==> src/rtl/playseq_pkg.sv <==
// Shared definitions for the PlaySeq button conditioning stage: FSM state
// encoding and a one-hot test used on the filtered button vector.
package playseq_pkg;

    typedef enum logic [1:0] {
        OCIOSO        = 2'b00,
        PRESSIONADO   = 2'b01,
        INVALIDO      = 2'b10,
        ESPERA_SOLTAR = 2'b11
    } estado_t;

    // True when exactly one bit of v is set (v & (v-1) clears the lowest set bit).
    function automatic logic eh_one_hot(input logic [31:0] v);
        return (v != 32'd0) && ((v & (v - 32'd1)) == 32'd0);
    endfunction

endpackage

==> src/rtl/playseq_debounce_bit.sv <==
// One button bit: 2-FF synchroniser followed by a debounce counter that only
// lets the filtered level follow after DEBOUNCE_CYCLES consecutive stable cycles.
module playseq_debounce_bit
    import playseq_pkg::*;
#(
    parameter int DEBOUNCE_CYCLES = 20,
    parameter int CW              = $clog2(DEBOUNCE_CYCLES + 1)
) (
    input  logic clock,
    input  logic reset,
    input  logic bruto,
    output logic filtrado
);

    logic          sinc1_q;
    logic          sinc_q;
    logic          filt_q;
    logic          filt_d;
    logic [CW-1:0] cnt_q;
    logic [CW-1:0] cnt_d;

    always_ff @(posedge clock or posedge reset) begin
        if (reset) begin
            sinc1_q <= 1'b0;
            sinc_q  <= 1'b0;
            filt_q  <= 1'b0;
            cnt_q   <= '0;
        end else begin
            sinc1_q <= bruto;
            sinc_q  <= sinc1_q;
            filt_q  <= filt_d;
            cnt_q   <= cnt_d;
        end
    end

    // The counter value DEBOUNCE_CYCLES-1 plus the current differing cycle
    // makes DEBOUNCE_CYCLES stable cycles, so the level is taken on that edge.
    always_comb begin
        filt_d = filt_q;
        cnt_d  = '0;
        if (sinc_q != filt_q) begin
            if (cnt_q == CW'(DEBOUNCE_CYCLES - 1)) begin
                filt_d = sinc_q;
            end else begin
                cnt_d = cnt_q + 1'b1;
            end
        end
    end

    assign filtrado = filt_q;

endmodule

==> src/rtl/playseq_condiciona_botoes.sv <==
// Conditions raw push buttons for the PlaySeq datapath: per-bit debounce, then an
// FSM that emits a held one-hot vector, an accept pulse and a multi-press reject pulse.
// Optional rejected-press counter enabled by defining PLAYSEQ_CONTA_REJEICOES_EN.
module playseq_condiciona_botoes
    import playseq_pkg::*;
#(
    parameter int N               = 4,
    parameter int DEBOUNCE_CYCLES = 20
) (
    input  logic         clock,
    input  logic         reset,
    input  logic [N-1:0] botoes_brutos,
    input  logic         habilita,
    output logic [N-1:0] botoes,
    output logic         jogada_pulso,
    output logic         jogada_invalida,
    output logic [1:0]   db_estado,
    output logic [3:0]   db_rejeicoes
);

    localparam int CW = $clog2(DEBOUNCE_CYCLES + 1);

    logic [N-1:0] filtrado;

    for (genvar i = 0; i < N; i++) begin : g_db
        playseq_debounce_bit #(
            .DEBOUNCE_CYCLES (DEBOUNCE_CYCLES),
            .CW              (CW)
        ) u_db (
            .clock    (clock),
            .reset    (reset),
            .bruto    (botoes_brutos[i]),
            .filtrado (filtrado[i])
        );
    end

    estado_t      estado_q, estado_d;
    logic [N-1:0] trava_q, trava_d;
    logic [N-1:0] botoes_q, botoes_d;
    logic         pulso_q, pulso_d;
    logic         inval_q, inval_d;
    logic         one_hot;

    assign one_hot = eh_one_hot(32'(filtrado));

    always_ff @(posedge clock or posedge reset) begin
        if (reset) begin
            estado_q <= OCIOSO;
            trava_q  <= '0;
            botoes_q <= '0;
            pulso_q  <= 1'b0;
            inval_q  <= 1'b0;
        end else begin
            estado_q <= estado_d;
            trava_q  <= trava_d;
            botoes_q <= botoes_d;
            pulso_q  <= pulso_d;
            inval_q  <= inval_d;
        end
    end

    // Outputs are computed together with the next state so they are registered
    // and line up with db_estado.
    always_comb begin
        estado_d = estado_q;
        trava_d  = trava_q;
        botoes_d = '0;
        pulso_d  = 1'b0;
        inval_d  = 1'b0;
        unique case (estado_q)
            OCIOSO: begin
                if (filtrado != '0) begin
                    if (!habilita) begin
                        estado_d = ESPERA_SOLTAR;
                    end else if (one_hot) begin
                        estado_d = PRESSIONADO;
                        trava_d  = filtrado;
                        botoes_d = filtrado;
                        pulso_d  = 1'b1;
                    end else begin
                        estado_d = INVALIDO;
                        inval_d  = 1'b1;
                    end
                end
            end
            PRESSIONADO: begin
                botoes_d = trava_q;
                if (filtrado == '0) begin
                    estado_d = OCIOSO;
                    botoes_d = '0;
                end else if (filtrado != trava_q) begin
                    estado_d = ESPERA_SOLTAR;
                    botoes_d = '0;
                end
            end
            INVALIDO, ESPERA_SOLTAR: begin
                if (filtrado == '0) begin
                    estado_d = OCIOSO;
                end
            end
            default: estado_d = OCIOSO;
        endcase
    end

    assign botoes          = botoes_q;
    assign jogada_pulso    = pulso_q;
    assign jogada_invalida = inval_q;
    assign db_estado       = estado_q;

`ifdef PLAYSEQ_CONTA_REJEICOES_EN
    logic       rejeita;
    logic [3:0] rej_q;

    // A rejection is either a multi-press seen from idle or a second button
    // added on top of an accepted one.
    assign rejeita = inval_d || ((estado_q == PRESSIONADO) && (estado_d == ESPERA_SOLTAR));

    always_ff @(posedge clock or posedge reset) begin
        if (reset) begin
            rej_q <= 4'd0;
        end else if (rejeita && (rej_q != 4'hF)) begin
            rej_q <= rej_q + 4'd1;
        end
    end

    assign db_rejeicoes = rej_q;
`else
    assign db_rejeicoes = 4'b0000;
`endif

endmodule

==> config.mk <==
export PLATFORM = sky130hd
export DESIGN_NAME = playseq_condiciona_botoes
export DESIGN_NICKNAME = d
export VERILOG_FILES = /design/src/rtl/playseq_pkg.sv /design/src/rtl/playseq_debounce_bit.sv /design/src/rtl/playseq_condiciona_botoes.sv
export SDC_FILE = /design/constraint.sdc
export NUM_CORES = 1
export LEC_CHECK = 0
export BUFFER_PORTS_ARGS = -buffer_cell sky130_fd_sc_hd__clkbuf_2
export CAP_MARGIN = 25
export CORE_ASPECT_RATIO = 1.1
export CORE_MARGIN = 2
export CORE_UTILIZATION = 28
export CTS_CLUSTER_SIZE = 16
export DETAILED_ROUTE_END_ITERATION = 12
export PLACE_DENSITY_LB_ADDON = 0.05
export REMOVE_ABC_BUFFERS = 1
export SETUP_SLACK_MARGIN = 0.4
export SLEW_MARGIN = 15
export SYNTH_ARGS = -nofsm -noshare
export SYNTH_HDL_FRONTEND = slang
export SYNTH_SLANG_ARGS = --single-unit
==> constraint.sdc <==
create_clock -name clock -period 2 [get_ports clock]
set_input_delay 0.2 -clock clock [delete_from_list [all_inputs] [get_ports clock]]
set_output_delay 0.2 -clock clock [all_outputs]
set_load 0.01 [all_outputs]
After elaboration in Yosys (flattened, before gate mapping)

Index checks and enable logic that the tools add are counted.
Widths: inputs -> output; s select.

Bits in registers: 44
Bits of input ports: 7
Output and inout port bits: 12
Word-level logic and storage cells: 83

Add/sub/neg operators: 5
Equal/unequal tests: 15
Multiplexer cells: 29
Bitwise operators: 1
Reductions and logical operators: 12

Operator list:

| cell                | count |
|---|---|
| $mux 5              | 8 |
| $and 4x32->32       | 1 |
| $logic_not 32->1    | 1 |
| $add 5x1->5 const B | 4 |
| $eq 5x5->1 const B  | 4 |
| $mux 4              | 5 |
| $mux 2              | 6 |
| $mux 1              | 8 |
| $pmux 4 s2          | 1 |
| $reduce_and 2->1    | 4 |
| $pmux 2 s3          | 1 |
| $sub 4x1->5 const B | 1 |
| $eq 2x2->1 const B  | 2 |
| $logic_not 4->1     | 1 |
| $ne 1x1->1          | 4 |
| $ne 2x2->1 const B  | 2 |
| $ne 4x4->1          | 1 |
| $reduce_and 4->1    | 1 |
| $reduce_bool 4->1   | 1 |
| $ne 3x3->1 const B  | 1 |
| $reduce_and 3->1    | 1 |
| $eq 2x1->1 const B  | 1 |
| $logic_not 2->1     | 1 |
| $reduce_or 2->1     | 1 |
| $logic_and 1x1->1   | 1 |

Longest topological paths before layout

Gate-level depths: netlist (run 1).

Depth in word-level cells: 8
Mapped depth: 5
Mapped depth without buffers: 5

Hierarchy

From an unflattened synthesis (run 1), not the netlist that was laid out.

Cells, all modules: 178
Area total of the unflattened synthesis: 2,028.2 sq um

Modules (own cells, without submodules):

| module                    | instances | cells each | area each (sq um) | sequential area each (sq um) |
|---|---|---|---|---|
| playseq_debounce_bit      | 4         | 25         | 326.6             | 200.2 |
| playseq_condiciona_botoes | 1         | 78         | 721.9             | 300.3 |

Worst setup path before layout (run 1)

Ideal clock, no wire load.

Path type: register -> register
Start point: register g_db[0].u_db.filt_q
End point: register trava_q[0]
Library setup time: 125 ps
Arrival: 1,528 ps
Data required time: 1,875 ps
Slack: 347 ps
Cell stages (with the launch flop): 6
Path buffers: 1
Period minus slack after synthesis: 1,653 ps
Cell sequence: dfrtp_1 > clkbuf_8 > nor4b_1 > a211oi_1 > nor3_4 > mux2_2

Longest elaborated chain between the ends: 5
Elaborated cells on any way between the ends: 6
Those cells by class: add/sub: 1; bitwise: 1; reduce/logical: 4

Ends and longest elaborated chain:

| element                           | RTL line                        | RTL |
|---|---|---|
| from (decl)                       | playseq_debounce_bit.sv:17      | `logic filt_q;` |
| from (signal assigned)            | playseq_debounce_bit.sv:31      | `filt_q <= filt_d;` |
| $sub 4x1->5                       | playseq_pkg.sv:14               | `return (v != 32'd0) && ((v & (v - 32'd1)) == 32'd0);` |
| $and 4x32->32                     | playseq_pkg.sv:14               |  |
| $logic_not 32->1                  | playseq_pkg.sv:14               |  |
| $logic_and 1x1->1                 | playseq_pkg.sv:14               |  |
| $reduce_and 4->1 (no source line) | -                               |  |
| to (signal assigned)              | playseq_condiciona_botoes.sv:55 | `trava_q <= trava_d;` |
| to (decl)                         | playseq_condiciona_botoes.sv:38 | `logic [N-1:0] trava_q, trava_d;` |

Several ways; a longest one is shown, not always the timed one.
A chain may end at the register's enable or synchronous reset.

Worst setup path after layout (run 1)

Start point: register g_db[3].u_db.filt_q
End point: register botoes_q[1] (netlist: botoes[1])

Longest elaborated chain between the ends: 8
Elaborated cells on any way between the ends: 13
Those cells by class: add/sub: 1; eq/ne: 1; mux: 6; bitwise: 1; reduce/logical: 4

Ends and longest elaborated chain:

| element                | RTL line                        | RTL |
|---|---|---|
| from (decl)            | playseq_debounce_bit.sv:17      |  |
| from (signal assigned) | playseq_debounce_bit.sv:31      |  |
| $sub 4x1->5            | playseq_pkg.sv:14               |  |
| $and 4x32->32          | playseq_pkg.sv:14               |  |
| $logic_not 32->1       | playseq_pkg.sv:14               |  |
| $logic_and 1x1->1      | playseq_pkg.sv:14               |  |
| $mux 4                 | playseq_condiciona_botoes.sv:75 | `end else if (one_hot) begin` |
| $mux 4                 | playseq_condiciona_botoes.sv:73 | `if (!habilita) begin` |
| $mux 4                 | playseq_condiciona_botoes.sv:72 | `if (filtrado != '0) begin` |
| $pmux 4 s2 (*)         | playseq_condiciona_botoes.sv:70 | `unique case (estado_q)` |
| via botoes_d[1]        | playseq_condiciona_botoes.sv:39 | `logic [N-1:0] botoes_q, botoes_d;` |
| to (signal assigned)   | playseq_condiciona_botoes.sv:56 | `botoes_q <= botoes_d;` |
| to (decl)              | playseq_condiciona_botoes.sv:39 |  |

The timed path passes the listed nets; every way through them passes the cells marked *.

==> flow_metrics.env, run 1 <==
export IMPL_status="completed"
export IMPL_grt_pass1_wl_um=5610
export IMPL_dieWidth_um=82.4
export IMPL_setup_viol=0
export IMPL_grt_pass1_vias=1231
export IMPL_fmax_mhz=626
export IMPL_grtUsageTotal_pct=9.79
export IMPL_maxSlewViolCount=0
export IMPL_ioPinCount=19
export IMPL_overflow=0
export IMPL_cp_start_kind="flop"
export IMPL_arrival_ps=1780
export IMPL_clkSlewWorstSetupHoldPaths_ps=80
export IMPL_syn_to_final_growth_pct=21.9
export IMPL_cp_max_fo=5
export IMPL_peakVddDrop_mv=0.350
export IMPL_max_cap_violations=0
export IMPL_holdWs_ps=6.17
export IMPL_post_route_util_pct=35.2
export IMPL_met1_usage_pct=11.6
export IMPL_maxSlewHeadroom_pct=62.8
export IMPL_h_tree_depth=2
export IMPL_rsz0062_at_grt="true"
export IMPL_synth_edff_count=0
export IMPL_vias_per_cell=4.35
export IMPL_dpl_cell_area_mm2=0.00204
export IMPL_synthCells=158
export IMPL_grt_max_degree=45
export IMPL_coreArea_mm2=0.00656
export IMPL_tightest_slew_ps=558
export IMPL_syn_area_per_cell_um2=12.0
export IMPL_powerDensity_mw_per_mm2=759
export IMPL_synth_ff_type="dfrtp_1"
export IMPL_hold_class="in -> async"
export IMPL_final_nets=200
export IMPL_final_setup_worst_slack_ps=402
export IMPL_cts_tree="done"
export IMPL_seq_area_frac_synth_pct=58.1
export IMPL_routed_wl_um=3130
export IMPL_insertion_delay_ps=290
export IMPL_place_ws_ps=255
export IMPL_start_util_pct=28.9
export IMPL_fp_dieH_um=90.3
export IMPL_cts_sinks=44
export IMPL_gp_congestion=0.727
export IMPL_vias=1183
export IMPL_clk_path_buf_depth=2
export IMPL_fin_crit_sh_pct=79.9
export IMPL_ys_ff_latch=44
export IMPL_grtUsageMet3_pct=3.10
export IMPL_required_ps=2180
export IMPL_dp_hpwl_um=2140
export IMPL_netlist_area_mm2=0.00189
export IMPL_cp_end_kind="flop"
export IMPL_dieArea_mm2=0.00744
export IMPL_busiest_layer="met2"
export IMPL_diodes=0
export IMPL_synthArstFlopShare_pct=100
export IMPL_min_period_ps=1600
export IMPL_num_rows=31
export IMPL_yosys_warnings=0
export IMPL_port_buffers=14
export IMPL_cts_buffers_inserted=5
export IMPL_stdcell_area_mm2=0.00231
export IMPL_hold_viol=0
export IMPL_clock_tree_root_cell="clkbuf_8"
export IMPL_path_class="reg -> reg"
export IMPL_drc_errors=0
export IMPL_p_leak_uw=0.00111
export IMPL_clock_skew_ps=3.50
export IMPL_wl_per_cell_um=11.5
export IMPL_drt_iter0_markers=26
export IMPL_setup_tns_ps=0
export IMPL_layout_drive_gt1_share_pct=30.0
export IMPL_synth_distinct_cells=32
export IMPL_drtPass1Iterations=4
export IMPL_met2_usage_pct=15.9
export IMPL_ant_nets=0
export IMPL_antenna_found_initial=0
-- power breakdown --
| group | switching (µW) | internal (µW) |
|---|---|---|
| Sequential | 19.2 | 916 |
| Clock | 296 | 441 |
| Combinational | 47.5 | 32.3 |
-- worst max-delay path, cell delays in order, from the launching register on --
cell and delay (ps):
dfrtp_2 470, xor2_1 190, a211oi_2 280, nor3_4 60, buf_6 130, buf_6 120
a22o_2 240
-- routing by layer --
metal / wire (µm) / part of all wire [%]
met5: 0 / 0
met4: 34 / 1.1
met3: 101 / 3.2
met2: 1610 / 51
met1: 1380 / 44
-- registers in the layout (all words and copies together) (netlist names) --
| signal | count |
|---|---|
| g_db.u_db.cnt_q | 20 |
| botoes | 4 |
| g_db.u_db.filtrado | 4 |
| g_db.u_db.sinc1_q | 4 |
| g_db.u_db.sinc_q | 4 |
| trava_q | 4 |
| db_estado | 2 |
| jogada_invalida | 1 |
| jogada_pulso | 1 |
-- cell usage after synthesis, types with 3 or more instances --
cell / count / area, µm²
clkbuf_8: 3 / 41.3
nor3_1: 5 / 25.0
ha_1: 4 / 50.1
o21ai_0: 3 / 15.0
buf_4: 4 / 30.0
xor2_1: 12 / 105
nor2_1: 20 / 75.1
nand2_1: 7 / 26.3
xnor2_1: 6 / 52.6
dfrtp_1: 44 / 1100
inv_1: 5 / 18.8
and3_1: 4 / 25.0
nand2b_1: 3 / 18.8
nand3_1: 7 / 35.0
mux2_2: 9 / 101
-- metrics by stage --
stage | power [µW] | std cells
6_report | 1750 | 272
5_1_grt | 1840 | 272
4_1_cts | 1790 | 269
3_5_place_dp | 1030 | 254
3_3_place_gp | 1030 | 254
2_1_floorplan | 1010 | 153
-- path summary, 6_finish.rpt --
check	cells past startpoint	to	slack, ps	startpoint
max	6	botoes[1]	400	g_db[3].u_db.filtrado
min	3	g_db[3].u_db.sinc1_q	6	reset
max reg2reg	6	botoes[1]	400	g_db[3].u_db.filtrado
min reg2reg	0	g_db[2].u_db.sinc_q	360	g_db[2].u_db.sinc1_q
max in group asynchronous	3	g_db[0].u_db.filtrado	1580	reset
min in group clock	1	g_db[3].u_db.sinc1_q	10	botoes_brutos[3]
-- cells in the final DEF (no fill, tap or decap), types with 2 or more instances in the layout --
cell / n
nor2_1: 20
ha_1: 4
dfrtp_2: 4
xor2_1: 12
a31oi_1: 2
nand3_1: 7
nor3_1: 4
conb_1: 4
a22o_2: 2
inv_1: 4
clkbuf_8: 7
o21a_1: 2
xnor2_1: 6
nand2b_1: 3
clkbuf_2: 14
dlygate4sd3_1: 3
buf_4: 10
o21ai_0: 3
nand2_1: 7
mux2_2: 9
dfrtp_1: 40
and3_1: 4
nor4b_4: 2
buf_6: 2
-- area by class of cell --
cell class                      count  area (µm²)
Clock inverter                      1        30.0
Clock buffer                        7        96.3
Multi-Input combinational cell    104         757
Fill cell                         654        4250
Sequential cell                    44        1110
Inverter                            5        18.8
Tap cell                           82         103
Timing Repair Buffer               29         198
-- logic make-up (layout without fill, tap and decap cells) --
kind of cell / count (synthesis) / in the layout / synth area share [%]
flip-flops: 44 / 44 / 58.1
adder cells (fa/ha/maj): 5 / 5 / 3.17
XOR/XNOR: 18 / 18 / 8.32
other: 1 / 4 / 0.198
AND/OR/NAND/NOR: 56 / 56 / 15.3
multiplexers: 9 / 9 / 5.35
AO/OA/AOI/OAI: 12 / 12 / 4.56
buffers and inverters: 13 / 42 / 4.95
-- what timing repair did --
| item | in CTS | in global routing |
|---|---|---|
| endpoints found under the setup margin | 7 | 9 |
| endpoints found under the hold margin | 2 | 1 |
| hold buffers | 2 | 1 |
| gates resized for setup | 10 | 3 |
| setup buffers | 5 | 2 |
| pin swaps | 3 | 3 |
Power figures use the tool's default switching activity.
==> inputs of run 2 (changes only) <==
Clock period 2 ns to 1.28 ns, I/O delays scaled along.
==> run 2 against run 1 <==
The run now ends with negative setup slack left. Clock skew up 0.88 ps. Sequential power rose by 57%. Worst hold slack improved by 230 ps. Largest cell class unchanged.
==> flow_metrics.env, run 2 (same netlist as run 1, synthesis figures left out) <==
export IMPL_hold_viol=0
export IMPL_dp_hpwl_um=2370
export IMPL_setup_viol=12
export IMPL_clk_path_buf_depth=2
export IMPL_switching_share_pct=23.7
export IMPL_switchingPower_uw=617
export IMPL_largest_register="g_db.u_db.cnt_q"
export IMPL_grt_pass1_wl_um=6530
export IMPL_p_seq_share_pct=56.5
export IMPL_internal_power_uw=1980
export IMPL_start_util_pct=28.9
export IMPL_final_setup_worst_slack_ps=-296
export IMPL_powerDensity_mw_per_mm2=915
export IMPL_hold_class="in -> reg"
export IMPL_drt_iter0_markers=27
export IMPL_overflow=0
export IMPL_nFillCells=660
export IMPL_cts_tree="done"
export IMPL_diodes=0
export IMPL_gp_congestion=0.757
export IMPL_peakVddDrop_mv=0.398
export IMPL_fmax_mhz=634
export IMPL_status="finished with violations"
export IMPL_p_leak_uw=0.00133
export IMPL_clock_skew_ps=4.38
export IMPL_maxSlewViolCount=0
export IMPL_final_nets=233
export IMPL_port_buffers=14
export IMPL_rsz0062_at_grt="true"
export IMPL_max_cap_violations=0
export IMPL_post_route_util_pct=43.4
export IMPL_clkSlewWorstSetupHoldPaths_ps=80
export IMPL_drtPass1Iterations=3
export IMPL_antenna_found_initial=0
export IMPL_largest_reg_flops=20
export IMPL_syn_to_final_growth_pct=50.1
export IMPL_num_rows=31
export IMPL_cts_sinks=44
export IMPL_vias=1328
export IMPL_failed_checks="negative setup slack"
export IMPL_grt_pass1_vias=1434
export IMPL_combPwrFrac_pct=8.8
export IMPL_path_class="reg -> reg"
export IMPL_setup_tns_ps=-2850
export IMPL_fp_dieH_um=90.3
export IMPL_layout_drive_gt1_share_pct=55.6
export IMPL_arrival_ps=1760
export IMPL_stdcell_area_mm2=0.00284
export IMPL_wl_per_cell_um=12.5
export IMPL_min_period_ps=1580
export IMPL_insertion_delay_ps=290
export IMPL_h_tree_depth=2
export IMPL_required_ps=1470
export IMPL_ioPinCount=19
export IMPL_ant_nets=0
export IMPL_grt_max_degree=45
export IMPL_drc_errors=0
export IMPL_vias_per_cell=4.35
export IMPL_p_total_uw=2600
export IMPL_cts_buffers_inserted=5
export IMPL_holdWs_ps=240
export IMPL_cp_start_kind="flop"
export IMPL_clkPwrFrac_pct=34.7
export IMPL_clock_tree_root_cell="clkbuf_8"
export IMPL_mostFrequentLayoutCells="dfrtp_1 (40), buf_4 (32), buf_6 (12)"
export IMPL_dpl_cell_area_mm2=0.00225
export IMPL_fin_crit_sh_pct=123
export IMPL_cp_max_fo=5
export IMPL_cp_end_kind="flop"
export IMPL_reg2reg_setup_slack_ps=-300
export IMPL_routed_wl_um=3810
export IMPL_dieArea_mm2=0.00744
export IMPL_grtUsageTotal_pct=11.4
export IMPL_layout_commonest_cell="dfrtp_1"
export IMPL_dieWidth_um=82.4
export IMPL_coreArea_mm2=0.00656
-- run 2: changes by cell type in the layout (fill, tap and decap cells not counted), sizes merged --
cell,change
buf,+38
clkbuf,-8
clkinv,+2
dlygate4sd3,+2
bufinv,-1
-- run 2: power groups by stage --
stage	registers, µW	logic [µW]	clock network (µW)
global placement	1490	149	0
CTS	1470	197	953
global route	1480	259	1030
finish	1470	228	903
detailed placement	1490	152	0
floorplan	1480	87.8	0
-- run 2: timing repair --
action	CTS	global route
endpoints found under the hold margin	48	0
endpoints found under the setup margin	44	44
gates resized for setup	49	38
buffers inserted	7	5
hold buffers	5	0
pin swaps	28	13
-- run 2: worst max-delay path: stages (launching register included) --
cell	delay [ps]
dfrtp_2	460
xor2_1	180
a211oi_2	260
nor3_4	90
buf_6	130
buf_6	110
a22o_4	230
-- run 2: worst paths after layout --
check,endpoint,startpoint,depth (start not counted)
hold / removal,db_estado[0],habilita,3
setup reg to reg,botoes[0],g_db[0].u_db.filtrado,6
min in group asynchronous,g_db[3].u_db.sinc1_q,reset,4
setup / recovery,botoes[0],g_db[0].u_db.filtrado,6
hold reg to reg,g_db[1].u_db.sinc_q,g_db[1].u_db.sinc1_q,0
max in group asynchronous,g_db[0].u_db.filtrado,reset,4
-- run 2: per-layer routing --
metal | global-route usage (%) | vias to the layer above | wire length, µm
met2 | 19.0 | 15 | 2070
li1 | - | 649 | -
met3 | 3.30 | 5 | 106
met4 | 4.17 | 0 | 63
met5 | 0 | - | 0
met1 | 13.8 | 659 | 1570
-- run 2: cell type report --
| cell class | instances | area (µm²) | share of cell area [%] |
|---|---|---|---|
| Sequential cell | 44 | 1110 | 38.9 |
| Multi-Input combinational cell | 104 | 1020 | 35.8 |
| Timing Repair Buffer | 62 | 505 | 17.8 |
| Tap cell | 82 | 103 | 3.61 |
| Clock buffer | 6 | 82.6 | 2.90 |
| Inverter | 5 | 18.8 | 0.660 |
| Clock inverter | 2 | 10.0 | 0.352 |
-- run 2: stage by stage --
stage          worst slack (ps)  std cells
6_report                   -296        305
5_1_grt                    -357        305
4_1_cts                    -341        300
3_5_place_dp               -350        280
3_3_place_gp               -316        280
2_1_floorplan              -361        153
==> inputs of run 3 (changes only) <==
Clock period 1.28 ns to 1.8 ns, I/O delays scaled along.
==> run 3 against run 2 <==
The run now ends clean. Clock skew up 2.8 ps. Non-clock buffer count down 31. Setup slack better by 500 ps. Fmax down 1.3%. Clock power down 9.6%. Largest power group unchanged.
==> flow_metrics.env, run 3 (same netlist as run 1, synthesis figures left out) <==
export IMPL_gp_congestion=0.755
export IMPL_critPathBufInv=0
export IMPL_peakVddDrop_mv=0.326
export IMPL_mostFrequentLayoutCells="dfrtp_1 (40), nor2_1 (20), clkbuf_2 (14)"
export IMPL_maxSlewHeadroom_pct=49.4
export IMPL_maxSlewViolCount=0
export IMPL_insertion_delay_ps=290
export IMPL_p_leak_uw=0.00114
export IMPL_vias=1210
export IMPL_coreArea_mm2=0.00656
export IMPL_ant_nets=0
export IMPL_worstHoldStart="habilita"
export IMPL_layout_drive_gt1_share_pct=34.4
export IMPL_rsz0062_at_grt="true"
export IMPL_fmax_mhz=626
export IMPL_powerDensity_mw_per_mm2=811
export IMPL_fp_dieH_um=90.3
export IMPL_reg2reg_setup_slack_ps=200
export IMPL_arrival_ps=1780
export IMPL_required_ps=1990
export IMPL_hold_path_depth=3
export IMPL_hold_class="in -> reg"
export IMPL_final_nets=202
export IMPL_cp_start_kind="flop"
export IMPL_largest_reg_flops=20
export IMPL_port_buffers=14
export IMPL_crit_chain="nor4b_4, a211oi_2, nor3_4, mux2_2"
export IMPL_hold_viol=0
export IMPL_stdcell_area_mm2=0.00240
export IMPL_overflow=0
export IMPL_clock_tree_root_cell="clkbuf_8"
export IMPL_regToRegStartpoint="g_db[2].u_db.filtrado"
export IMPL_diodes=0
export IMPL_grt_max_degree=22
export IMPL_grtUsageTotal_pct=10.7
export IMPL_drt_iter0_markers=29
export IMPL_max_cap_violations=0
export IMPL_syn_to_final_growth_pct=26.9
export IMPL_wl_per_cell_um=12.5
export IMPL_fin_crit_sh_pct=88.7
export IMPL_layout_commonest_cell="dfrtp_1"
export IMPL_reg2reg_depth=4
export IMPL_clk_path_buf_depth=2
export IMPL_cts_buffers_inserted=5
export IMPL_status="completed"
export IMPL_largest_register="g_db.u_db.cnt_q"
export IMPL_dpl_cell_area_mm2=0.00206
export IMPL_clock_skew_ps=7.16
export IMPL_setup_viol=0
export IMPL_finalNonFillerCells=274
export IMPL_start_util_pct=28.9
export IMPL_path_class="reg -> reg"
export IMPL_ioPinCount=19
export IMPL_drc_errors=0
export IMPL_min_period_ps=1600
export IMPL_cts_sinks=44
export IMPL_hold_end="jogada_invalida"
export IMPL_cp_slowest_stage_delay_ps=460
export IMPL_grt_pass1_vias=1301
export IMPL_num_rows=31
export IMPL_clkSlewWorstSetupHoldPaths_ps=80
export IMPL_cp_top_family="simple AND/OR/NAND/NOR gates"
export IMPL_dp_cells=257
export IMPL_dp_hpwl_um=2430
export IMPL_grt_pass1_wl_um=6060
export IMPL_r2r_end="trava_q[3]"
export IMPL_cp_end_kind="flop"
export IMPL_antenna_found_initial=0
export IMPL_dieArea_mm2=0.00744
export IMPL_cp_max_fo=5
export IMPL_crit_slowest_cell="dfrtp_2"
export IMPL_tightest_slew_ps=754
export IMPL_h_tree_depth=2
export IMPL_cts_tree="done"
export IMPL_setup_tns_ps=0
export IMPL_routed_wl_um=3420
export IMPL_dieWidth_um=82.4
export IMPL_drtPass1Iterations=4
export IMPL_vias_per_cell=4.42
## run 3: cell types whose count changed in the layout (fill, tap and decap cells not counted), moves of 3 or more
cell      previous run  this run
buf_6               12         2
clkbuf_2             7        14
buf_2                5         0
ha_1                 0         4
nor2_1              10        20
buf_4               32        10
nand2_1              4         7
nor2_2               6         0
nor2_4               4         0
ha_2                 3         0
## run 3: metrics by stage
stage	setup WS (ps)	total power, µW	hold WS, ps	utilization [%]
after floorplan	159	1120	211	-
after global placement	184	1140	238	31.5
final	203	1950	291	36.7
after detailed placement	135	1150	247	31.5
after CTS	242	1990	250	35.2
after global routing	153	2060	284	36.7
## run 3: layout make-up
class / count / area (µm²)
inverters: 5 / 18.8
clock inverters: 1 / 30.0
multi-input cells: 104 / 833
fillers: 663 / 4150
flip-flops and latches: 44 / 1110
well taps: 82 / 103
clock buffers: 7 / 96.3
repair buffers: 31 / 218
## run 3: how the worst max path moves through the flow
| stage | depth (start not counted) | start | slack, ps | endpoint |
|---|---|---|---|---|
| final | 4 | g_db[2].u_db.filtrado | 200 | trava_q[3] |
| after global routing | 4 | g_db[1].u_db.filtrado | 150 | trava_q[1] |
| after CTS | 4 | g_db[1].u_db.filtrado | 240 | trava_q[2] |
| after detailed placement | 5 | g_db[3].u_db.filtrado | 140 | botoes[0] |
| after global placement | 5 | g_db[1].u_db.filtrado | 180 | db_estado[1] |
| after floorplan | 4 | g_db[2].u_db.filtrado | 160 | trava_q[0] |
## run 3: repair_timing
action | CTS | global route
gates resized for setup | 11 | 16
cloned | 0 | 0
buffers inserted | 3 | 1
hold buffers | 5 | 0
endpoints found under the setup margin | 11 | 24
hold endpoints to repair | 23 | 0
pin swaps | 3 | 6
## run 3: tightest hold or removal path: cells and delay by family
kind,cells,cell delay (ps)
buffers and inverters,1,120
AND/OR/NAND/NOR,2,250
## run 3: where the power goes
group          internal (µW)  total [µW]  switching, µW
clock                    490         816            326
combinational           40.4        94.8           54.4
sequential              1020        1040           22.8
## run 3: layer usage
metal | up-vias | part of all wire [%] | wire, µm | track usage, %
li1 | 586 | - | - | -
met1 | 603 | 42 | 1430 | 13.2
met2 | 15 | 53 | 1800 | 16.8
met3 | 6 | 3.2 | 109 | 3.60
met4 | 0 | 2.0 | 69 | 4.58
met5 | - | 0 | 0 | 0
